<file path="src/rtl/arena_port_arbiter_if.sv">
// Arena row port bundle: solver and display-scanner request side plus the arena store side.
`timescale 1ns/1ps
interface arena_port_arbiter_if #(
  parameter int ARENA_WIDTH = 10
);
  logic                   sol_req;
  logic                   sol_gnt;
  logic [7:0]             sol_row_select;
  logic [ARENA_WIDTH-1:0] sol_columns_new;
  logic                   sol_columns_write;
  logic [ARENA_WIDTH-1:0] sol_columns;

  logic                   disp_req;
  logic                   disp_gnt;
  logic [7:0]             disp_row_select;
  logic [ARENA_WIDTH-1:0] disp_columns;

  logic [7:0]             arena_row_select;
  logic [ARENA_WIDTH-1:0] arena_columns;
  logic [ARENA_WIDTH-1:0] arena_columns_new;
  logic                   arena_columns_write;

  // arbiter side
  modport slave (
    input  sol_req, sol_row_select, sol_columns_new, sol_columns_write,
    input  disp_req, disp_row_select, arena_columns,
    output sol_gnt, sol_columns, disp_gnt, disp_columns,
    output arena_row_select, arena_columns_new, arena_columns_write
  );

  // clients and arena store side
  modport master (
    output sol_req, sol_row_select, sol_columns_new, sol_columns_write,
    output disp_req, disp_row_select, arena_columns,
    input  sol_gnt, sol_columns, disp_gnt, disp_columns,
    input  arena_row_select, arena_columns_new, arena_columns_write
  );
endinterface

</file>
<file path="src/rtl/arena_port_arbiter.sv">
// Arbitrates the single arena row port between solver (rd/wr) and display scanner (rd only).
// Optional macro ARENA_ARB_SOLVER_PRIORITY_EN: solver wins every tie and is never preempted.
//
// state | meaning
// IDLE  | nobody owns the port; also the one-cycle turnaround between owners
// SOL   | solver owns the port, its address/data/strobe reach the arena
// DISP  | display owns the port, read-only access
`timescale 1ns/1ps
module arena_port_arbiter #(
  parameter int ARENA_WIDTH = 10,
  parameter int MAX_BURST   = 16
) (
  input  logic                 clk,
  input  logic                 reset_n,
  arena_port_arbiter_if.slave  port
);

  localparam int BW = (MAX_BURST < 1) ? 1 : $clog2(MAX_BURST + 1);
  localparam logic [BW-1:0] BURST_LAST = (MAX_BURST == 0) ? '0 : BW'(MAX_BURST - 1);

  typedef enum logic [1:0] {
    IDLE = 2'd0,
    SOL  = 2'd1,
    DISP = 2'd2
  } state_t;

  state_t          state_q, state_d;
  logic            sol_gnt_q, disp_gnt_q;
  logic [BW-1:0]   burst_q, burst_d;
  logic            at_limit;
  logic            preempt_sol;
  logic            preempt_disp;
  logic            tie_to_sol;

`ifndef ARENA_ARB_SOLVER_PRIORITY_EN
  logic            last_sol_q;
`endif

  assign at_limit = (MAX_BURST != 0) && (burst_q == BURST_LAST);

  always_comb begin
`ifdef ARENA_ARB_SOLVER_PRIORITY_EN
    tie_to_sol   = 1'b1;
    preempt_sol  = 1'b0;
`else
    tie_to_sol   = !last_sol_q;
    preempt_sol  = at_limit && port.disp_req;
`endif
    preempt_disp = at_limit && port.sol_req;
  end

  always_comb begin
    state_d = state_q;
    burst_d = burst_q;
    unique case (state_q)
      SOL: begin
        burst_d = (burst_q == BURST_LAST) ? burst_q : burst_q + 1'b1;
        if (!port.sol_req || preempt_sol) state_d = IDLE;
      end
      DISP: begin
        burst_d = (burst_q == BURST_LAST) ? burst_q : burst_q + 1'b1;
        if (!port.disp_req || preempt_disp) state_d = IDLE;
      end
      default: begin
        burst_d = '0;
        if (port.sol_req && port.disp_req) state_d = tie_to_sol ? SOL : DISP;
        else if (port.sol_req)             state_d = SOL;
        else if (port.disp_req)            state_d = DISP;
        else                               state_d = IDLE;
      end
    endcase
  end

  always_ff @(posedge clk or negedge reset_n) begin
    if (!reset_n) begin
      state_q    <= IDLE;
      sol_gnt_q  <= 1'b0;
      disp_gnt_q <= 1'b0;
      burst_q    <= '0;
`ifndef ARENA_ARB_SOLVER_PRIORITY_EN
      last_sol_q <= 1'b0;
`endif
    end else begin
      state_q    <= state_d;
      sol_gnt_q  <= (state_d == SOL);
      disp_gnt_q <= (state_d == DISP);
      burst_q    <= burst_d;
`ifndef ARENA_ARB_SOLVER_PRIORITY_EN
      // owner is recorded only when a grant starts, so round-robin sees the last real owner
      if (state_q == IDLE && state_d == SOL)       last_sol_q <= 1'b1;
      else if (state_q == IDLE && state_d == DISP) last_sol_q <= 1'b0;
`endif
    end
  end

  // mux follows state_q so a strobe from a non-owner can never reach the arena
  always_comb begin
    port.arena_row_select    = 8'd0;
    port.arena_columns_new   = '0;
    port.arena_columns_write = 1'b0;
    unique case (state_q)
      SOL: begin
        port.arena_row_select    = port.sol_row_select;
        port.arena_columns_new   = port.sol_columns_new;
        port.arena_columns_write = port.sol_columns_write;
      end
      DISP: begin
        port.arena_row_select    = port.disp_row_select;
      end
      default: begin
        port.arena_row_select    = 8'd0;
      end
    endcase
  end

  assign port.sol_gnt      = sol_gnt_q;
  assign port.disp_gnt     = disp_gnt_q;
  assign port.sol_columns  = port.arena_columns;
  assign port.disp_columns = port.arena_columns;

endmodule
</file>
<file path="src/flat_wrapper.sv">
// flat-port wrapper written by rule: the top's interface ports become plain ports
module arena_port_arbiter_flat 
#(
  parameter int ARENA_WIDTH = 10,
  parameter int MAX_BURST   = 16
)
  (clk, reset_n, port_sol_req, port_sol_row_select, port_sol_columns_new, port_sol_columns_write, port_disp_req, port_disp_row_select, port_arena_columns, port_sol_gnt, port_sol_columns, port_disp_gnt, port_disp_columns, port_arena_row_select, port_arena_columns_new, port_arena_columns_write);
  arena_port_arbiter_if #(.ARENA_WIDTH(ARENA_WIDTH)) port_i ();
  input  logic clk;
  input  logic reset_n;
  input wire logic [$bits(port_i.sol_req)-1:0] port_sol_req;
  input wire logic [$bits(port_i.sol_row_select)-1:0] port_sol_row_select;
  input wire logic [$bits(port_i.sol_columns_new)-1:0] port_sol_columns_new;
  input wire logic [$bits(port_i.sol_columns_write)-1:0] port_sol_columns_write;
  input wire logic [$bits(port_i.disp_req)-1:0] port_disp_req;
  input wire logic [$bits(port_i.disp_row_select)-1:0] port_disp_row_select;
  input wire logic [$bits(port_i.arena_columns)-1:0] port_arena_columns;
  output wire logic [$bits(port_i.sol_gnt)-1:0] port_sol_gnt;
  output wire logic [$bits(port_i.sol_columns)-1:0] port_sol_columns;
  output wire logic [$bits(port_i.disp_gnt)-1:0] port_disp_gnt;
  output wire logic [$bits(port_i.disp_columns)-1:0] port_disp_columns;
  output wire logic [$bits(port_i.arena_row_select)-1:0] port_arena_row_select;
  output wire logic [$bits(port_i.arena_columns_new)-1:0] port_arena_columns_new;
  output wire logic [$bits(port_i.arena_columns_write)-1:0] port_arena_columns_write;
  assign port_i.sol_req = port_sol_req;
  assign port_i.sol_row_select = port_sol_row_select;
  assign port_i.sol_columns_new = port_sol_columns_new;
  assign port_i.sol_columns_write = port_sol_columns_write;
  assign port_i.disp_req = port_disp_req;
  assign port_i.disp_row_select = port_disp_row_select;
  assign port_i.arena_columns = port_arena_columns;
  assign port_sol_gnt = port_i.sol_gnt;
  assign port_sol_columns = port_i.sol_columns;
  assign port_disp_gnt = port_i.disp_gnt;
  assign port_disp_columns = port_i.disp_columns;
  assign port_arena_row_select = port_i.arena_row_select;
  assign port_arena_columns_new = port_i.arena_columns_new;
  assign port_arena_columns_write = port_i.arena_columns_write;
  arena_port_arbiter #(.ARENA_WIDTH(ARENA_WIDTH), .MAX_BURST(MAX_BURST)) u_core (.clk(clk), .reset_n(reset_n), .port(port_i));
endmodule
</file>
<file path="config.mk">
export PLATFORM = sky130hd
export DESIGN_NAME = arena_port_arbiter_flat
export DESIGN_NICKNAME = d
export VERILOG_FILES = /design/src/rtl/arena_port_arbiter_if.sv /design/src/rtl/arena_port_arbiter.sv /design/src/flat_wrapper.sv
export SDC_FILE = /design/constraint.sdc
export NUM_CORES = 1
export LEC_CHECK = 0
export CAP_MARGIN = 20
export CORE_ASPECT_RATIO = 1.25
export CORE_UTILIZATION = 30
export DETAILED_ROUTE_END_ITERATION = 10
export GPL_TIMING_DRIVEN = 0
export PLACE_DENSITY = 0.78
export SYNTH_ARGS = -nofsm -noshare
export SYNTH_HDL_FRONTEND = slang
export SYNTH_SLANG_ARGS = --single-unit
export TNS_END_PERCENT = 30
</file>
<file path="constraint.sdc">
create_clock -name clk -period 2.6 [get_ports clk]
set_input_delay 0.39 -clock clk [delete_from_list [all_inputs] [get_ports clk]]
set_output_delay 0.39 -clock clk [all_outputs]
set_load 0.1 [all_outputs]
</file>
==> results.sh, run 1 <==
export IMPL_cp_required_ns=2.21
export IMPL_grt_busiest_layer="met2"
export IMPL_critPathArrivalTime_ns=2.08
export IMPL_cts_buffers=3
export IMPL_vias_per_cell=4.47
export IMPL_clock_latency_ns=0.26
export IMPL_gp_congestion=0.807
export IMPL_report_power_total_uw=1860
export IMPL_cts_tree="yes"
export IMPL_cp_start_kind="register"
export IMPL_final_util_pct=59.2
export IMPL_synth_cells=103
export IMPL_switchingPower_uw=1190
export IMPL_synth_async_reset_ratio_pct=100
export IMPL_grt_max_degree=11
export IMPL_status="completed"
export IMPL_rows=21
export IMPL_synthAdderAreaFrac_pct=6.91
export IMPL_endpoint="port_arena_row_select[6]"
export IMPL_area_growth_pct=82.0
export IMPL_cts_sinks=10
export IMPL_syn_num_nets=149
export IMPL_antenna_found_initial=0
export IMPL_postRouteAntennaNets=0
export IMPL_clockPowerShare_pct=7.4
export IMPL_setup_violations=0
export IMPL_worstSetupPathType="register to primary output"
export IMPL_skew_ns=0.00493
export IMPL_io_pins=82
export IMPL_yosysTopAreaCellShare_pct=27.6
export IMPL_reg2reg_to="u_core.port.disp_gnt"
export IMPL_hold_buffers=0
export IMPL_use_met2_pct=32.9
export IMPL_leakage_uw=0.000757
export IMPL_ctsHtreeMaxLevel=1
export IMPL_wl_per_cell_um=12.7
export IMPL_p_sw_share_pct=63.9
export IMPL_wl_mm=2.69
export IMPL_fp_dieH_um=63.4
export IMPL_fin_area_mm2=0.00165
export IMPL_portBuffers=71
export IMPL_path_max_fanout=10
export IMPL_synth_top_family_by_area="simple AND/OR/NAND/NOR gates"
export IMPL_irDropWorstVdd_uv=687
export IMPL_yosys_top_cells_count="buf_4, and2_1, dfrtp_1, nor2b_1, a22oi_1"
export IMPL_synth_top_area_cell="dfrtp_1"
export IMPL_via_count=948
export IMPL_seq_area_frac_synth_pct=27.6
export IMPL_pwr_share_seq_pct=12.9
export IMPL_cts_root_buf="clkbuf_4"
export IMPL_hp_class="primary input to async pin"
export IMPL_synthesis_area_um2=906
export IMPL_synth_flop_cell="dfrtp_1"
export IMPL_synth_xor_area_share_pct=2.90
export IMPL_drt_pass1_iterations=4
export IMPL_worst_r2r_setup_slack_ns=0.67
export IMPL_place_hpwl_mm=2.35
export IMPL_grt_overflow_total=0
export IMPL_p_int_uw=672
export IMPL_rsz0062_at_grt="no"
export IMPL_synth_compound_area_share_pct=13.3
export IMPL_drc_errors=0
export IMPL_synth_distinct_cells=28
export IMPL_post_cts_buffers=0
export IMPL_synthMuxAreaShare_pct=1.10
export IMPL_maxCapViolCount=0
export IMPL_yosysMostFrequentCell="buf_4"
export IMPL_start_util_pct=32.5
export IMPL_synth_simple_area_share_pct=26.1
export IMPL_min_period_over_period_pct=95.1
export IMPL_syn_avg_cell_area_um2=8.79
export IMPL_grt_usage_pct=17.3
export IMPL_die_x_um=51.2
export IMPL_synth_seq_cells=10
export IMPL_initialDrtViolationCount=4
export IMPL_fmax_ghz=0.404
export IMPL_grt_pass1_vias=981
export IMPL_grt_pass1_wl_mm=4.33
export IMPL_worstMarginPinSlew_ns=0.982
export IMPL_crit_path_end_kind="primary output"
export IMPL_clk_path_buf_depth=2
export IMPL_n_antenna_cell=0
export IMPL_synth_edf_count=0
export IMPL_r2r_start="u_core.burst_q[0]"
export IMPL_fin_crit_ns=2.47
export IMPL_yosys_top_cells_area="dfrtp_1, buf_4, and2_1"
export IMPL_relSlewSlack_pct=34.3
export IMPL_clk_pin_slew_worst_paths_ns=0.07
export IMPL_use_met1_pct=17.5
export IMPL_drive_gt1_share_pct=30.9
export IMPL_slew_viol_final=0
export IMPL_nets=225
export IMPL_core_area_mm2=0.00279
export IMPL_cp_startpoint="u_core.state_q[1]"
export IMPL_pwr_share_comb_pct=79.8
export IMPL_yosysWarnings=0
export IMPL_p_per_area_mw_per_mm2=1130
export IMPL_groute_layer_met3_usage_pct=6.04
export IMPL_die_area_mm2=0.00324
export IMPL_hold_violations=0
export IMPL_place_area_mm2=0.00166
export IMPL_reg2regPathDepth=10
[metal layers]
metal | wire length (um) | part of all wire (%)
met1 | 950 | 35
met5 | 0 | 0
met3 | 305 | 11
met2 | 1440 | 53
met4 | 0 | 0
[power groups by stage]
stage | Clock, uW | Sequential (uW) | Combinational, uW
6_report | 137 | 239 | 1480
5_1_grt | 146 | 244 | 1560
4_1_cts | 140 | 238 | 1480
3_5_place_dp | 0 | 240 | 1530
3_3_place_gp | 0 | 240 | 1510
2_1_floorplan | 0 | 324 | 1100
[stage by stage]
stage	setup TNS, ns	setup WS (ns)	instances	hold WS, ns
final	0	0.127	212	0.437
after global routing	0	0.00301	212	0.483
after detailed placement	-6.84	-0.436	208	0.577
after global placement	-6.11	-0.402	208	0.565
after CTS	0	0.00142	212	0.447
after floorplan	-1.14	-0.225	103	0.0944
[flip-flops by register name (all words and copies together), names as in the netlist]
| name | flops |
|---|---|
| u_core.state_q | 2 |
| u_core.port.disp_gnt | 1 |
| u_core.burst_q | 5 |
| u_core.last_sol_q | 1 |
| u_core.port.sol_gnt | 1 |
[how the worst min path moves through the flow]
stage	endpoint	from	slack, ns	cells past startpoint
6_report	u_core.burst_q[1]	reset_n	0.44	1
5_1_grt	u_core.burst_q[3]	reset_n	0.48	1
4_1_cts	u_core.burst_q[1]	reset_n	0.45	1
3_5_place_dp	u_core.last_sol_q	u_core.last_sol_q	0.58	2
3_3_place_gp	u_core.burst_q[1]	u_core.burst_q[1]	0.57	2
2_1_floorplan	u_core.burst_q[0]	reset_n	0.09	0
[cells by family (layout without fill, tap and decap cells)]
| kind of cell | Yosys count | after routing |
|---|---|---|
| AND/OR/NAND/NOR | 39 | 39 |
| adder cells (fa/ha/maj) | 5 | 5 |
| multiplexers | 1 | 1 |
| buffers and inverters | 31 | 106 |
| flip-flops | 10 | 10 |
| AO/OA/AOI/OAI | 14 | 14 |
| XOR/XNOR | 3 | 3 |
[cells in the final DEF (no fill, tap or decap), types with 2 or more instances in the layout]
cell type	instances
nor2b_1	8
ha_1	5
clkbuf_2	2
buf_4	26
nand2_1	3
clkdlybuf4s50_1	52
a22oi_1	8
and2_1	16
clkbuf_4	9
nor2_1	2
inv_1	6
buf_2	6
dfrtp_1	10
nor2b_2	2
xnor2_1	3
[worst max-delay path, cell delays in order (launching register included)]
cell and delay (ns):
dfrtp_1 0.43, inv_1 0.10, ha_1 0.16, clkbuf_1 0.33
a22oi_1 0.12, nor2b_1 0.13, clkdlybuf4s18_2 0.55
[cell type report]
cell class                      count  area, um^2
Buffer                             25         180
Tap cell                           34        42.5
Sequential cell                    10         250
Timing Repair Buffer               71         657
Inverter                            6        22.5
Multi-Input combinational cell     62         460
Clock buffer                        4        36.3
Fill cell                         246        1140
[what timing repair did]
action,CTS,global route
endpoints found under the setup margin,19,18
hold endpoints to repair,0,0
resized for setup,95,13
(Power assumes the default switching activity.)
==> run 2, diff against run 1 <==
--- a/config.mk
+++ b/config.mk
@@ -6,11 +6,11 @@
 export NUM_CORES = 1
 export LEC_CHECK = 0
 export CAP_MARGIN = 20
-export CORE_ASPECT_RATIO = 1.25
-export CORE_UTILIZATION = 30
+export CORE_ASPECT_RATIO = 2
+export CORE_UTILIZATION = 26
 export DETAILED_ROUTE_END_ITERATION = 10
 export GPL_TIMING_DRIVEN = 0
-export PLACE_DENSITY = 0.78
+export PLACE_DENSITY = 0.7
 export SYNTH_ARGS = -nofsm -noshare
 export SYNTH_HDL_FRONTEND = slang
 export SYNTH_SLANG_ARGS = --single-unit
==> results.sh, run 2 (synthesis results as in run 1) <==
export IMPL_die_x_um=43.7
export IMPL_crit_path_end_kind="primary output"
export IMPL_drive_gt1_share_pct=29.9
export IMPL_fin_tns_setup_ns=0
export IMPL_clock_latency_ns=0.23
export IMPL_worstSetupPathType="register to primary output"
export IMPL_reg2regPathDepth=10
export IMPL_fin_crit_ns=2.44
export IMPL_reg_top3="u_core.burst_q: 5 flops, u_core.state_q: 2 flops"
export IMPL_cts_buffers=3
export IMPL_p_per_area_mw_per_mm2=1130
export IMPL_pwr_share_comb_pct=78.9
export IMPL_p_int_uw=695
export IMPL_relSlewSlack_pct=34.7
export IMPL_mostFrequentLayoutCell="clkdlybuf4s50_1"
export IMPL_portBuffers=71
export IMPL_ctsHtreeMaxLevel=1
export IMPL_rsz0062_at_grt="no"
export IMPL_slew_viol_final=0
export IMPL_postRouteAntennaNets=0
export IMPL_r2r_start="u_core.burst_q[0]"
export IMPL_cts_tree="yes"
export IMPL_fmax_ghz=0.411
export IMPL_reg2reg_to="u_core.port.disp_gnt"
export IMPL_violations="design-rule violations"
export IMPL_cts_root_buf="clkbuf_8"
export IMPL_grt_usage_pct=13.7
export IMPL_final_util_pct=49.9
export IMPL_n_antenna_cell=0
export IMPL_clk_path_buf_depth=2
export IMPL_io_pins=82
export IMPL_initialDrtViolationCount=12
export IMPL_nets=225
export IMPL_route_met3_wl_um=324
export IMPL_instances_no_fill=209
export IMPL_place_hpwl_mm=2.20
export IMPL_skew_ns=0.00212
export IMPL_status="finished with violations"
export IMPL_setup_violations=0
export IMPL_rows=30
export IMPL_irDropWorstVdd_uv=604
export IMPL_drc_errors=2
export IMPL_drt_pass1_iterations=7
export IMPL_post_cts_buffers=0
export IMPL_clk_pin_slew_worst_paths_ns=0.04
export IMPL_p_sw_share_pct=63.0
export IMPL_largest_reg_flops=5
export IMPL_area_growth_pct=84.1
export IMPL_fp_dieH_um=85.5
export IMPL_fin_area_mm2=0.00167
export IMPL_cp_slowest_cell="ha_1"
export IMPL_die_area_mm2=0.00374
export IMPL_cts_sinks=10
export IMPL_critPathArrivalTime_ns=2.05
export IMPL_vias_per_cell=4.54
export IMPL_gp_congestion=0.700
export IMPL_grt_max_degree=11
export IMPL_min_period_over_period_pct=93.7
export IMPL_path_max_fanout=10
export IMPL_worst_r2r_setup_slack_ns=0.68
export IMPL_final_cell_mix="clkdlybuf4s50_1, buf_4, and2_1, clkbuf_4, dfrtp_1"
export IMPL_top_layer="met4"
export IMPL_report_power_total_uw=1880
export IMPL_antenna_found_initial=0
export IMPL_hold_violations=0
export IMPL_slowest_delay_ns=0.44
export IMPL_crit_chain="inv_1, ha_1, clkbuf_1, nor2b_1, clkbuf_4"
export IMPL_leakage_uw=0.000747
export IMPL_place_area_mm2=0.00166
export IMPL_wl_per_cell_um=11.8
export IMPL_core_area_mm2=0.00334
export IMPL_grt_pass1_vias=1001
export IMPL_placedCellCount=206
export IMPL_wl_mm=2.47
export IMPL_worstMarginPinSlew_ns=0.977
export IMPL_via_count=949
export IMPL_pwr_share_seq_pct=12.8
export IMPL_hp_class="primary input to async pin"
export IMPL_wl_met2_mm=1.26
export IMPL_top_register="u_core.burst_q"
export IMPL_maxCapViolCount=0
export IMPL_start_util_pct=27.1
export IMPL_drt_met1_wl_um=846
export IMPL_clockPowerShare_pct=8.3
export IMPL_grt_pass1_wl_mm=3.93
export IMPL_cp_required_ns=2.21
export IMPL_switchingPower_uw=1190
export IMPL_grt_overflow_total=0
export IMPL_cp_start_kind="register"
run 2: layout make-up:
cell class	count	area [um^2]
fillers	303	1670
clock buffers	3	41.3
plain buffers	25	179
well taps	32	40.0
flip-flops and latches	10	250
multi-input cells	62	460
repair buffers	71	674
inverters	6	22.5
run 2: per-layer routing:
layer  vias to the layer above  GRT usage (%)
li1                        462              -
met1                       415           14.7
met4                         0           5.97
met2                        69           23.3
met5                         -              0
met3                         3           4.68
run 2: metrics by stage:
stage,hold WS (ns),setup WS (ns)
floorplan,0.0944,-0.225
global placement,0.561,-0.379
detailed placement,0.592,-0.432
CTS,0.480,0.0203
global route,0.503,0.0211
finish,0.469,0.165
run 2: worst max path at each step:
stage / from / end / slack, ns / depth (start not counted)
floorplan: u_core.state_q[1] / port_arena_row_select[3] / -0.22 / 4
detailed placement: u_core.state_q[1] / port_arena_row_select[4] / -0.43 / 5
finish: u_core.state_q[1] / port_arena_row_select[4] / 0.16 / 5
global placement: u_core.state_q[1] / port_arena_columns_new[5] / -0.38 / 6
CTS: u_core.state_q[1] / port_arena_row_select[5] / 0.02 / 5
global route: u_core.state_q[1] / port_arena_row_select[4] / 0.02 / 5
run 2: worst max-delay path: cells and delay by family, from the launching register on:
family,cells,cell delay [ns]
buffers and inverters,3,0.74
adders and majority gates,1,0.44
DFF,1,0.42
and+or+nand+nor,1,0.20
run 2: power by group through the flow:
stage | Sequential (uW) | Combinational [uW] | Clock (uW)
after CTS | 242 | 1460 | 162
after global placement | 239 | 1500 | 0
after floorplan | 324 | 1100 | 0
after detailed placement | 241 | 1530 | 0
final | 241 | 1480 | 157
after global routing | 248 | 1550 | 171
run 2: timing repair:
item / CTS / global route
hold endpoints to repair: 0 / 0
gates resized for setup: 89 / 18
endpoints found under the setup margin: 19 / 18
hold buffers: 0 / 0
